$ cat config.mk
export PLATFORM = sky130hd
export DESIGN_NAME = data_mem
export DESIGN_NICKNAME = d
export VERILOG_FILES = /design/src/rtl/data_mem.sv
export SDC_FILE = /design/constraint.sdc
export NUM_CORES = 1
export LEC_CHECK = 0
export BUFFER_PORTS_ARGS = -buffer_cell sky130_fd_sc_hd__buf_2
export CORE_MARGIN = 2
export CORE_UTILIZATION = 51
export CTS_BUF_LIST = sky130_fd_sc_hd__clkbuf_8
export CTS_CLUSTER_DIAMETER = 50
export DETAILED_ROUTE_END_ITERATION = 8
export GPL_TIMING_DRIVEN = 0
export HOLD_SLACK_MARGIN = 0.15
export PLACE_DENSITY = 0.67
export SLEW_MARGIN = 10
export SYNTH_ARGS = -nofsm -noshare
export SYNTH_HDL_FRONTEND = slang
export SYNTH_SLANG_ARGS = --single-unit
$ cat constraint.sdc
create_clock -name clk -period 8.45 [get_ports clk]
set_clock_uncertainty 0.05 [all_clocks]
set_input_delay 1.69 -clock clk [delete_from_list [all_inputs] [get_ports clk]]
set_output_delay 1.69 -clock clk [all_outputs]
set_load 0.03 [all_outputs]
$ cat src/rtl/data_mem.sv
// Clocked, byte-writable data memory with a request handshake, a read pipeline of
// RD_LAT stages, self-clearing after reset, and out-of-range address flagging.
module data_mem #(
   parameter int DATA_W = 32,
   parameter int DEPTH  = 32,
   parameter int ADDR_W = 32,
   parameter int RD_LAT = 1
) (
   input  logic                  clk,
   input  logic                  rst_n,
   input  logic                  req_valid,
   output logic                  req_ready,
   input  logic [ADDR_W-1:0]     ADDR,
   input  logic [DATA_W-1:0]     DIN,
   input  logic [DATA_W/8-1:0]   BE,
   input  logic                  en_W,
   input  logic                  en_R,
   output logic [DATA_W-1:0]     R,
   output logic                  R_valid,
   output logic                  err,
   output logic                  busy
);

   localparam int NB = DATA_W / 8;
   localparam int AW = (DEPTH > 1) ? $clog2(DEPTH) : 1;
   // Compare width wide enough that neither ADDR nor DEPTH is ever truncated.
   localparam int CW = (ADDR_W > 32) ? ADDR_W + 1 : 33;

   typedef enum logic {
      ST_INIT,
      ST_READY
   } state_t;

   state_t            state_q;
   state_t            state_d;
   logic [AW-1:0]     clr_idx;
   logic              clr_last;

   logic [DATA_W-1:0] mem [DEPTH];

   logic [CW-1:0]     addr_ext;
   logic [AW-1:0]     idx;
   logic              in_range;
   logic              accept;
   logic              do_wr;
   logic              do_rd;
   logic              oor_hit;
   logic [DATA_W-1:0] cur_word;
   logic [DATA_W-1:0] merged;
   logic [DATA_W-1:0] rd_word;

   logic [RD_LAT-1:0] pipe_v;
   logic [RD_LAT-1:0] pipe_e;
   logic [DATA_W-1:0] pipe_d [RD_LAT];

   // ------------------------------------------------------------------
   // Control FSM: INIT sweeps the array to zero, READY serves requests.
   // ------------------------------------------------------------------
   always_comb clr_last = (clr_idx == AW'(DEPTH - 1));

   always_ff @(posedge clk or negedge rst_n) begin
      if (!rst_n) begin
         state_q <= ST_INIT;
      end else begin
         state_q <= state_d;
      end
   end

   always_comb begin
      state_d   = state_q;
      req_ready = 1'b0;
      busy      = 1'b0;
      case (state_q)
         ST_INIT: begin
            busy = 1'b1;
            if (clr_last) state_d = ST_READY;
         end
         ST_READY: begin
            req_ready = 1'b1;
         end
         default: state_d = ST_INIT;
      endcase
   end

   always_ff @(posedge clk or negedge rst_n) begin
      if (!rst_n) begin
         clr_idx <= '0;
      end else if (state_q == ST_INIT) begin
         clr_idx <= clr_last ? '0 : clr_idx + 1'b1;
      end
   end

   // ------------------------------------------------------------------
   // Request decode and byte merge.
   // ------------------------------------------------------------------
   always_comb begin
      addr_ext = CW'(ADDR);
      in_range = (addr_ext < CW'(DEPTH));
      idx      = addr_ext[AW-1:0];
      accept   = req_valid && req_ready;
      do_wr    = accept && en_W && in_range;
      do_rd    = accept && en_R;
      oor_hit  = accept && !in_range && (en_W || en_R);
   end

   // NOTE: combinational blocks use blocking assignments with a default first,
   // so every bit of merged is driven on every path and no latch is inferred.
   always_comb begin
      cur_word = mem[idx];
      merged   = cur_word;
      for (int b = 0; b < NB; b++) begin
         if (BE[b]) merged[8*b +: 8] = DIN[8*b +: 8];
      end
      // A combined write+read returns the post-write word.
      if (!in_range)  rd_word = '0;
      else if (en_W)  rd_word = merged;
      else            rd_word = cur_word;
   end

   // NOTE: the array has no reset branch so it maps onto RAM; the INIT sweep is
   // what clears it after every reset.
   always_ff @(posedge clk) begin
      if (state_q == ST_INIT) begin
         mem[clr_idx] <= '0;
      end else if (do_wr) begin
         mem[idx] <= merged;
      end
   end

   // ------------------------------------------------------------------
   // Read pipeline. Data stages only load when a valid read passes, so the
   // last stage holds the previous result while R_valid is low.
   // ------------------------------------------------------------------
   always_ff @(posedge clk or negedge rst_n) begin
      if (!rst_n) begin
         pipe_v <= '0;
         pipe_e <= '0;
         for (int i = 0; i < RD_LAT; i++) pipe_d[i] <= '0;
      end else begin
         pipe_v[0] <= do_rd;
         pipe_e[0] <= oor_hit;
         if (do_rd) pipe_d[0] <= rd_word;
         for (int i = 1; i < RD_LAT; i++) begin
            pipe_v[i] <= pipe_v[i-1];
            pipe_e[i] <= pipe_e[i-1];
            if (pipe_v[i-1]) pipe_d[i] <= pipe_d[i-1];
         end
      end
   end

   assign R       = pipe_d[RD_LAT-1];
   assign R_valid = pipe_v[RD_LAT-1];
   assign err     = pipe_e[RD_LAT-1];

endmodule

==> flow_summary.toml <==
[finish]
layoutNonFillerInstCount = 4099
layout-drive-gt1-share_pct = 20.5
design.final.nets = 2971
num-fill-cells = 6098
area.growth.synth_to_final_pct = 15.7

[timing]
fin_ws_ns = 3.46
final.hold.worst_slack_ns = 0.447
timing_max_transition_violations_final = 0
grt_setup_unrepaired = "no"
final.min_clock_period_ns = 4.99
final_min_period_over_clock_period_pct = 59.0
timing.setup.tns_ns = 0
tightest_slew_ns = 1.38
setup_viol_count_final = 0
maximum_clock_frequency_mhz = 201
finalHoldViolations = 0
slew_margin_rel_pct = 7.32

[logic_synthesis]
post-synth-top-area-fraction_pct = 73.0
synth.ff_latch_count = 1064
synthesis.instances = 2434
synth-compound-area-share_pct = 7.45
synthesis.nets = 2509
post_synth_num_cell_types = 34
synth_xor_area_share_pct = 0
synth_largest_area_cell = "sky130_fd_sc_hd__edfxtp_1"
synth_mux_area_share_pct = 12.4
yosys.area_share.adder_pct = 0.0594
simple_logic_cell_fraction_of_the_synthesized_area_pct = 3.06
synth.yosys.warnings = 0
synth_async_sr_flop_share_pct = 3.76
synth.top_cells.by_area = "sky130_fd_sc_hd__edfxtp_1 (73%), sky130_fd_sc_hd__mux2i_1 (12%), sky130_fd_sc_hd__a22oi_1 (4.6%)"
synthesis.area_um2 = 42100
largest_family_of_logic_cells_by_synthesized_area = "multiplexers"
syn-mean-instance-area_um2 = 17.3
ys_seq_area_share_pct = 75.4
ys_dominant_reg_cell = "sky130_fd_sc_hd__edfxtp_1"
synth_edf_count = 1024

[worst_setup_path]
worstSetupPathType = "in -> reg"
top_fanout_value_on_the_critical_path = 10
crit_path_end_kind = "register"
start_kind = "input port"
reg2reg_depth = 9
worst_ep_required_time_ns = 8.92
cp_bufs_invs = 6
worst_path_largest_cell_delay_ns = 0.93
crit-reg2reg-launch = "state_q$_DFF_PN0_"
crit_arrival_ns = 5.45
cp_cell_sequence = "buf_2, nor4_2, nand4_2, nor3_4, buf_6, a31oi_1, nor4_2, buf_4, buf_4, buf_2, buf_2"
crit-reg2reg-capture = "mem[3][7]$_DFFE_PP_"
timing.reg2reg.setup_slack_ns = 4.31
path_common_cell = "sky130_fd_sc_hd__buf_2"
worst_path_max_delay_cell = "sky130_fd_sc_hd__nor4_2"
critical_path_depth = 11
worst_path_dominant_cell_family = "simple AND/OR/NAND/NOR gates"

[floorplanning]
fp.dieArea_um2 = 84900
fp-row-count = 105
die_x_um = 291
design.core.area_um2 = 82000
design.portCount = 109
die-height_um = 291
floorplan.initialDensity_pct = 51.4

[detailed_routing]
dr.pass1.iters = 8
detailroute.wirelength.met3_um = 12700
topRoutingLayerUsed = "met5"
met1_length_um = 45600
wl_met2_um = 51000
totalWireLength_um = 113000
post-route-drc-count = 0
num_vias = 25000
detail_route.iter0.violations = 3033
route.detailed.wl_per_inst_um = 27.5
final_antenna_net_count = 0
detailed_route_vias_per_instance = 6.11

[cts]
cts_buffers = 165
cts_root_buffer = "sky130_fd_sc_hd__clkbuf_8"
clock_tree.buffer_depth = 3
ctsHoldBuffers = 0
cts_tree = "built"
path_clk_slew_ns = 0.06
htreeDepth = 4
clock_sink_count = 1064
post_cts_setup_buffer_count = 0
cts_resized = 0
clock_insertion_delay_worst_skew_ns = 0.83

[job]
max-cap-violations = 0

[grt]
grt-ovfl-total = 0
grtUsageTotal_pct = 26.3
grt_first_pass_wirelength_um = 162000
first_global_vias = 24700
maximum_number_of_pins_on_one_net_before_global_route_repair = 41
antenna_found_initial = 3

[power_and_ir_drop]
power_density_nw_per_um2 = 211
leakage_component_of_the_power_nw = 20.2
vdd.ir_drop.worst_mv = 0.152

[placement]
dp_hpwl_um = 78200
dp.cells = 3798
gp_congestion = 0.949
post-place-ws_ns = 2.69
port_buffers = 107

[hold_path]
hold_path_depth = 2
worst_hold_startpoint = "R[11]$_DFFE_PN0P_"
worstHoldEndpoint = "R[11]$_DFFE_PN0P_"
min-delay-path-class = "reg -> reg"

[outcome]
run_status = "completed"
==> flip-flops by register name (all words and copies together), names as in the netlist <==
| signal | cells |
|---|---|
| R | 32 |
| err | 1 |
| state_q | 1 |
| clr_idx | 5 |
| R_valid | 1 |
| mem | 1024 |
==> power breakdown <==
| group | total (mW) | switching [mW] | leakage (nW) | internal [mW] |
|---|---|---|---|---|
| clock network | 4.11 | 1.97 | 1.75 | 2.15 |
| registers | 5.69 | 0.000175 | 12.3 | 5.69 |
| logic | 0.470 | 0.320 | 6.14 | 0.150 |
==> per-stage QoR <==
stage / total power [mW] / cell area (um2) / util [%]
after floorplan: 6.07 / 42100 / -
after global placement: 6.26 / 44000 / 53.7
after global routing: 10.6 / 48700 / 59.4
after CTS: 10.3 / 48700 / 59.4
after detailed placement: 6.26 / 45600 / 55.6
final: 10.3 / 48700 / 59.4
==> cell usage in the layout (no fill, tap or decap), drive strengths merged, types with 2 or more instances in the layout <==
cell type and n:
a21oi 2, a22oi 256, a31oi 3, a32oi 33, and2 5, and3 2
buf 369, bufinv 9, clkbuf 248, clkinv 59, clkinvlp 9, dfrtp 40
edfxtp 1024, ha 2, inv 56, mux2 5, mux2i 516, nand2 131
nand2b 38, nand3 4, nor2 36, nor2b 2, nor3 6, nor4 38
o21ai 34, o22ai 64, o311a 32, or2 2
==> final cells by class <==
class                   instances  area (um2)  share of cell area [%]
clock buffers                 170        2340                    4.80
inverters                       4        15.0                  0.0308
well taps                    1070        1340                    2.75
plain buffers                 152         667                    1.37
clock inverters               129         793                    1.63
multi-input cells            1214        9890                    20.3
repair buffers                295        1930                    3.95
flip-flops and latches       1064       31800                    65.2
diodes                          1        2.50                 0.00514
==> Yosys cell counts (2+ instances only) <==
master	n
sky130_fd_sc_hd__edfxtp_1	1024
sky130_fd_sc_hd__mux2i_1	515
sky130_fd_sc_hd__a22oi_1	256
sky130_fd_sc_hd__nand2_1	131
sky130_fd_sc_hd__clkbuf_1	78
sky130_fd_sc_hd__o22ai_1	64
sky130_fd_sc_hd__buf_2	59
sky130_fd_sc_hd__dfrtp_1	40
sky130_fd_sc_hd__nand2b_1	38
sky130_fd_sc_hd__nor2_1	36
sky130_fd_sc_hd__o21ai_0	34
sky130_fd_sc_hd__a32oi_1	33
sky130_fd_sc_hd__nor4_1	33
sky130_fd_sc_hd__o311a_1	32
sky130_fd_sc_hd__buf_1	12
sky130_fd_sc_hd__and2_1	5
sky130_fd_sc_hd__mux2_2	5
sky130_fd_sc_hd__nor4_2	5
sky130_fd_sc_hd__inv_1	4
sky130_fd_sc_hd__nand3_1	4
sky130_fd_sc_hd__nor3_1	4
sky130_fd_sc_hd__a31oi_1	3
sky130_fd_sc_hd__buf_6	3
sky130_fd_sc_hd__a21oi_1	2
sky130_fd_sc_hd__and3_1	2
sky130_fd_sc_hd__ha_1	2
sky130_fd_sc_hd__nor2b_1	2
sky130_fd_sc_hd__or2_2	2
==> worst min-delay path: cells and delay by family (launching register included) <==
kind / cells / cell delay [ns]
DFF: 1 / 0.34
AOI/OAI and AO/OA: 2 / 0.11
==> worst max path at each step <==
stage | slack, ns | endpoint | start
CTS | 3.58 | mem[3][7]$_DFFE_PP_ | ADDR[22]
finish | 3.46 | mem[3][7]$_DFFE_PP_ | ADDR[22]
detailed placement | 2.69 | mem[3][8]$_DFFE_PP_ | ADDR[22]
floorplan | 1.61 | mem[16][0]$_DFFE_PP_ | ADDR[28]
global placement | -2.71 | mem[6][8]$_DFFE_PP_ | ADDR[22]
global route | 3.33 | mem[22][10]$_DFFE_PP_ | ADDR[22]
==> cells by family (layout without fill, tap and decap cells) <==
kind of cell,Yosys count,after routing
DFF,1064,1064
buffers and inverters,156,750
other,0,1
adders and majority gates,2,2
muxes,521,521
AOI/OAI and AO/OA,425,425
and+or+nand+nor,266,266
==> metal layers <==
metal  GRT usage [%]  vias up
li1                -    10800
met4            8.61        4
met2            40.0     1443
met1            37.0    12600
met5               0        -
met3            7.44      231
No activity file was read; power rests on OpenSTA's default activity.
